==> src/rtl/timer.sv <==
// Programmable up-counting timer with a CPU-style strobe bus.
//
// Ports:
//   clk      rising-edge clock
//   reset    synchronous active-high reset
//   cs_      chip select, active low
//   as_      address strobe, active low
//   rw       1 = read, 0 = write
//   addr     register select: 0 CTRL, 1 INTR, 2 EXPR, 3 COUNTER
//   wr_data  write data
//   rd_data  read data, valid while rdy_ = 0, zero otherwise
//   rdy_     ready, active low, asserted the cycle after each access
//   irq      level interrupt, mirrors the INTR flag
//
// Register map:
//   CTRL    bit0 start, bit1 periodic (other bits read 0)
//   INTR    bit0 flag (other bits read 0)
//   EXPR    32-bit expiration value
//   COUNTER 32-bit up-counter
module timer (
  input  logic        clk,
  input  logic        reset,
  input  logic        cs_,
  input  logic        as_,
  input  logic        rw,
  input  logic [1:0]  addr,
  input  logic [31:0] wr_data,
  output logic [31:0] rd_data,
  output logic        rdy_,
  output logic        irq
);

  typedef enum logic [1:0] {
    REG_CTRL    = 2'd0,
    REG_INTR    = 2'd1,
    REG_EXPR    = 2'd2,
    REG_COUNTER = 2'd3
  } reg_sel_e;

  logic        start_q;
  logic        periodic_q;
  logic        flag_q;
  logic [31:0] expr_q;
  logic [31:0] counter_q;

  logic        start_d;
  logic        periodic_d;
  logic        flag_d;
  logic [31:0] expr_d;
  logic [31:0] counter_d;

  logic        access;
  logic        wr_en;
  logic        rd_en;
  logic        expire;
  reg_sel_e    sel;
  logic [31:0] rd_mux;

  assign access = ~cs_ & ~as_;
  assign wr_en  = access & ~rw;
  assign rd_en  = access & rw;
  assign sel    = reg_sel_e'(addr);
  assign expire = start_q && (counter_q == expr_q);

  // Priority (lowest to highest): hold/increment, expiry effects, bus write.
  // The INTR write is OR-ed with expiry so a same-cycle clear cannot lose an
  // interrupt.
  always_comb begin
    start_d    = start_q;
    periodic_d = periodic_q;
    flag_d     = flag_q;
    expr_d     = expr_q;
    counter_d  = counter_q;

    if (start_q) begin
      counter_d = counter_q + 32'd1;
    end

    if (expire) begin
      flag_d    = 1'b1;
      counter_d = '0;
      if (!periodic_q) begin
        start_d = 1'b0;
      end
    end

    if (wr_en) begin
      case (sel)
        REG_CTRL: begin
          start_d    = wr_data[0];
          periodic_d = wr_data[1];
        end
        REG_INTR:    flag_d    = wr_data[0] | expire;
        REG_EXPR:    expr_d    = wr_data;
        REG_COUNTER: counter_d = wr_data;
        default: ;
      endcase
    end
  end

  always_comb begin
    rd_mux = '0;
    case (sel)
      REG_CTRL:    rd_mux = {30'd0, periodic_q, start_q};
      REG_INTR:    rd_mux = {31'd0, flag_q};
      REG_EXPR:    rd_mux = expr_q;
      REG_COUNTER: rd_mux = counter_q;
      default:     rd_mux = '0;
    endcase
  end

  always_ff @(posedge clk) begin
    if (reset) begin
      start_q    <= 1'b0;
      periodic_q <= 1'b0;
      flag_q     <= 1'b0;
      expr_q     <= '0;
      counter_q  <= '0;
      rdy_       <= 1'b1;
      rd_data    <= '0;
    end else begin
      start_q    <= start_d;
      periodic_q <= periodic_d;
      flag_q     <= flag_d;
      expr_q     <= expr_d;
      counter_q  <= counter_d;
      rdy_       <= ~access;
      rd_data    <= rd_en ? rd_mux : '0;
    end
  end

  assign irq = flag_q;

endmodule

==> config.mk <==
export PLATFORM = sky130hd
export DESIGN_NAME = timer
export DESIGN_NICKNAME = d
export VERILOG_FILES = /design/src/rtl/timer.sv
export SDC_FILE = /design/constraint.sdc
export NUM_CORES = 1
export LEC_CHECK = 0
export ABC_AREA = 1
export CAP_MARGIN = 20
export CORE_ASPECT_RATIO = 0.7
export CORE_MARGIN = 4
export CORE_UTILIZATION = 40
export CTS_CLUSTER_DIAMETER = 200
export DETAILED_ROUTE_END_ITERATION = 12
export HOLD_SLACK_MARGIN = 0.12
export PLACE_DENSITY_LB_ADDON = 0.3
export SYNTH_ARGS = -nofsm -noshare
export SYNTH_HDL_FRONTEND = slang
export SYNTH_SLANG_ARGS = --single-unit
==> constraint.sdc <==
create_clock -name clk -period 4.5 [get_ports clk]
set_input_delay 0.45 -clock clk [delete_from_list [all_inputs] [get_ports clk]]
set_output_delay 0.45 -clock clk [all_outputs]
set_load 0.05 [all_outputs]
Yosys cells after proc, flatten, opt, wreduce, memory -nomap -nowiden
Cells that the tools add are included.
{"block": "totals", "ff_bits": 100, "input_bits": 39, "out_inout_bits": 34, "wordCells": 38}
{"block": "classes", "add_sub_neg": 1, "eq_ne": 4, "muxes": 12, "n_bitwise": 9, "n_reduce_logical": 5}
{"operator": "2-to-1 mux 32 bit", "n": 4}
{"operator": "one-hot mux 32 bit (4 select lines)", "n": 1}
{"operator": "adder 32 x 1 -> 32 bit, second input constant", "n": 1}
{"operator": "== test 32 bit", "n": 1}
{"operator": "2-to-1 mux 1 bit", "n": 7}
{"operator": "NOT 1 bit", "n": 5}
{"operator": "== test 2 bit, second input constant", "n": 2}
{"operator": "AND reduction 2 bit", "n": 2}
{"operator": "AND 1 bit", "n": 3}
{"operator": "== test 2 x 1 -> 1 bit, second input constant", "n": 1}
{"operator": "logical NOT 2 bit", "n": 1}
{"operator": "OR reduction 2 bit", "n": 1}
{"operator": "logical AND 1 bit", "n": 1}
{"operator": "bitwise OR 1 bit", "n": 1}

Logic depth before layout (Yosys ltp)
{"block": "logic_depth", "ltp_word": 5, "ltp_mapped": 11, "mapped_depth_nobuf": 10}

Least setup slack after synthesis
OpenSTA, ideal clock, no wires.
{"block": "synth_path", "path_kind": "flip-flop to flip-flop", "start": "register counter_q[0]", "end": "register counter_q[12]", "setup_ps": 135, "t_arrival_ps": 1409, "required_time_ps": 4365, "setup_slack_ps": 2956, "path_stages_with_launch": 11, "path_buffers": 0, "synth_period_minus_slack_ps": 1544, "cell_sequence": "dfxtp_1 ha_1 nand2_1 nor2_2 nand2_2 nor2_4 nand2_1 xor2_1 clkinv_1 nand3_2 a21oi_2"}
{"block": "synth_between", "elab_chain_len": 5, "word_cells_on_any_way": 7, "cone_classes": "add/sub (1); eq/ne (1); mux (4); reduce/logical (1)"}
{"element": "start, declared", "line_no": "44", "text": "logic [31:0] counter_q;"}
{"element": "start signal, assigned", "line_no": "126", "text": "counter_q <= counter_d;"}
{"element": "adder 32 x 1 -> 32 bit / == test 32 bit (equally long branches)", "line_no": "76, 63"}
{"element": "2-to-1 mux 32 bit / logical AND 1 bit (equally long branches)", "line_no": "75, 63"}
{"element": "2-to-1 mux 32 bit *", "line_no": "79", "text": "if (expire) begin"}
{"element": "2-to-1 mux 32 bit", "line_no": "88", "text": "case (sel)"}
{"element": "2-to-1 mux 32 bit *", "line_no": "87", "text": "if (wr_en) begin"}
Every way passes the cells marked *; elsewhere a longest branch is shown, timed or not.
A chain may end at the register's enable or synchronous reset.

Worst setup path in the final report
{"block": "layout_path", "start": "input reset", "end": "register rd_data[1]"}
{"block": "layout_between", "elab_chain_len": 1}
{"element": "start, declared", "line_no": "22", "text": "input logic reset,"}
{"element": "OR reduction 2 bit (no source line)"}
{"element": "end signal, assigned", "line_no": "128", "text": "rd_data <= rd_en ? rd_mux : '0;"}
{"element": "end, declared", "line_no": "28", "text": "output logic [31:0] rd_data,"}
Every way passes these cells.

==> run summary <==
status -> finished, final reports clean
P per Cell Area -> 292 nW/um^2
Unique masters post-synth -> 36
Vias/cell -> 4.95
Clk Latency, worst-skew pair -> 350 ps
Worst-path clk slew -> 60 ps
Synth top area share -> 38.1%
Finished Layout Cells -> 977
Clock power frac -> 42.7%
global route total overflow -> 0
fmax -> 0.400 GHz
CP top delay family -> buffers and inverters
Max clock buf depth -> 2
Core Area -> 12600 um^2
Die Width -> 145 um
share of cells above drive strength 1 -> 9.08%
Hold Startpoint -> expr_q[8]
Setup crit start kind -> input port
setup_tns -> 0 ps
Setup Buffers After CTS -> 0
largest net degree at the start of global routing -> 47
Worst Hold Depth -> 2
Buffers & Inverters on Critical Path -> 5
reg-to-reg startpoint -> counter_q[15]
Power, Total -> 1.85 mW
VDD IR max -> 0.189 mV
combinational share of power -> 8.2%
cts hold-fix bufs -> 0
count leader, synth -> nand2_1
wire per inst -> 14.3 um
Syn Area/Cell -> 6.89 um^2
post-DP HPWL -> 9780 um
Sequential Power Share -> 49.1%
fin crit share -> 55.6%
Critical R2R Capture -> counter_q[18]
Mapped Cells -> 762
1st-iter DRT viols -> 412
Rel. slew slack -> 28.9%
area growth from synthesis to layout -> 20.7%
post-synth top area cell -> dfxtp_1
TritonCTS Buffers -> 9
final net count -> 850
Post-Place Cells -> 959
Post-synth EDFFs -> 0
first-pass GRT wire length -> 23000 um
r2r setup slk -> 2460 ps
Synth Register Bits -> 100
post-CTS sizing -> 0
Hold/Removal Path Class -> reg2reg
DRC Markers -> 0
Switching Power -> 444 uW
mapped cell area -> 5250 um^2
Starting Density -> 41.6%
Seq/Total Area, Yosys -> 38.1%
clk_skew -> 7.14 ps
PortBufs -> 72
critical path fanouts, max -> 36
Die Span Y -> 104 um
clock tree sinks -> 100
Arrival @ worst endpoint -> 2750 ps
asr flop ratio synth -> 0%
final wirelength -> 13900 um
Max-Cap Viols -> 0
Hold EP -> rd_data[8]
main area contributors after synthesis -> dfxtp_1 (38%), nand2_1 (15%), a21oi_1 (7.1%), nor2_1 (5.6%), inv_1 (4.3%)
Slew Viols, Final -> 0
Synth top cells by count -> nand2_1 (211), dfxtp_1 (100), nor2_1 (78)
Fin. Hold Viols -> 0
setup violators final -> 0
CP Capture Type -> flip-flop
GRT Util Overall -> 18.6%
Sw Share -> 24.0%
CTS tree -> done
Synthesis Warnings -> 0
Crit path largest cell delay -> 600 ps
DR vias -> 4840
gpl congestion -> 0.905
Pleak -> 2.27 nW
CTS H-Tree Depth -> 3
Die ar. -> 15100 um^2
Pint -> 1.41 mW
antenna violations before repair -> 0
RSZ-0062 raised after global routing -> false
Synth Flop Type -> dfxtp_1
ANT cells -> 0
drt first pass iters -> 5
crit path kind -> in2reg
I/O pin count -> 73
worst slack, placed -> 1580 ps
required time of the critical path -> 4750 ps
num rows -> 34
CP max stage cell -> inv_1
CTS Root Cell -> clkbuf_16
final antenna-violating net count -> 0
vias in the first global route -> 4333
worst r2r path cells -> 8
min Tclk post-route -> 2500 ps
worst path cell trace -> clkdlybuf4s50_1 > buf_4 > inv_1 > nand3_1 > buf_4 > o21bai_1 > inv_1
Slew @ Worst Pin -> 1070 ps
post-synth net total -> 802
post-route setup slack -> 2000 ps
==> worst max-delay path by stage <==
stage                  from             to  depth (start not counted)
2_1_floorplan  counter_q[0]  counter_q[12]                         10
6_report              reset     rd_data[1]                          7
3_5_place_dp          reset     rd_data[1]                          7
5_1_grt               reset     rd_data[1]                          7
3_3_place_gp          reset     rd_data[1]                          7
4_1_cts               reset     rd_data[1]                          7
==> power groups by stage <==
stage                     Combinational [mW]  Sequential, mW  Clock, mW
after global routing                   0.168           0.911      0.836
after detailed placement               0.146           0.930          0
after global placement                 0.146           0.930          0
after CTS                              0.147           0.910      0.806
final                                  0.152           0.910      0.790
after floorplan                       0.0817           0.927          0
==> tightest hold or removal path, delay by kind of cell, from the launching register on <==
kind	cells	cell delay [ps]
DFF	1	320
and+or+nand+nor	1	60
AOI/OAI and AO/OA	1	50
==> logic make-up (layout without fill, tap and decap cells) <==
family | count (synthesis) | in the layout | synth area share (%)
and+or+nand+nor | 386 | 386 | 33.5
AOI/OAI and AO/OA | 119 | 119 | 11.8
buffers and inverters | 115 | 168 | 9.45
DFF | 100 | 100 | 38.1
xor gates and xnor gates | 40 | 40 | 6.67
adders and majority gates | 1 | 1 | 0.238
muxes | 1 | 1 | 0.191
==> final cells by class <==
class / count / area, um^2
Inverter: 75 / 282
Multi-Input combinational cell: 547 / 2760
Sequential cell: 100 / 2000
Clock inverter: 5 / 61.3
Fill cell: 1290 / 6290
Tap cell: 162 / 203
Timing Repair Buffer: 77 / 798
Clock buffer: 11 / 243
==> per-stage QoR <==
| step | utilization (%) | instance area (um^2) | hold slack [ps] |
|---|---|---|---|
| after global routing | 50.2 | 6340 | 495 |
| after detailed placement | 47.4 | 5980 | 469 |
| after floorplan | - | 5250 | 450 |
| after global placement | 47.4 | 5980 | 464 |
| final | 50.2 | 6340 | 475 |
| after CTS | 49.8 | 6290 | 479 |
==> layer usage <==
layer | up-vias | wire [um] | global-route usage, %
met4 | 0 | 95 | 3.73
met2 | 159 | 5420 | 25.7
met5 | - | 0 | 0
li1 | 2506 | - | -
met3 | 8 | 1070 | 4.92
met1 | 2167 | 7360 | 28.9
==> flip-flops by register name (all words and copies together) (netlist names) <==
name	flops
rd_data	32
start_q	1
rdy_	1
irq	1
counter_q	32
expr_q	32
periodic_q	1
==> placed cells by master, fill, tap and decap left out, types with 2 or more instances in the layout <==
cell and n:
a21oi_1 75, a21oi_2 5, buf_16 2, buf_4 3, clkbuf_16 9, clkdlybuf4s50_1 72
clkinv_1 7, clkinvlp_4 3, dfxtp_1 100, inv_1 60, inv_2 8, nand2_1 211
nand2_2 5, nand3_1 37, nand3_2 15, nand4_1 15, nor2_1 78, nor2_2 10
nor2_4 7, nor3_1 3, o21ai_0 35, xnor2_1 20, xor2_1 20
Power figures use the tool's default switching activity.
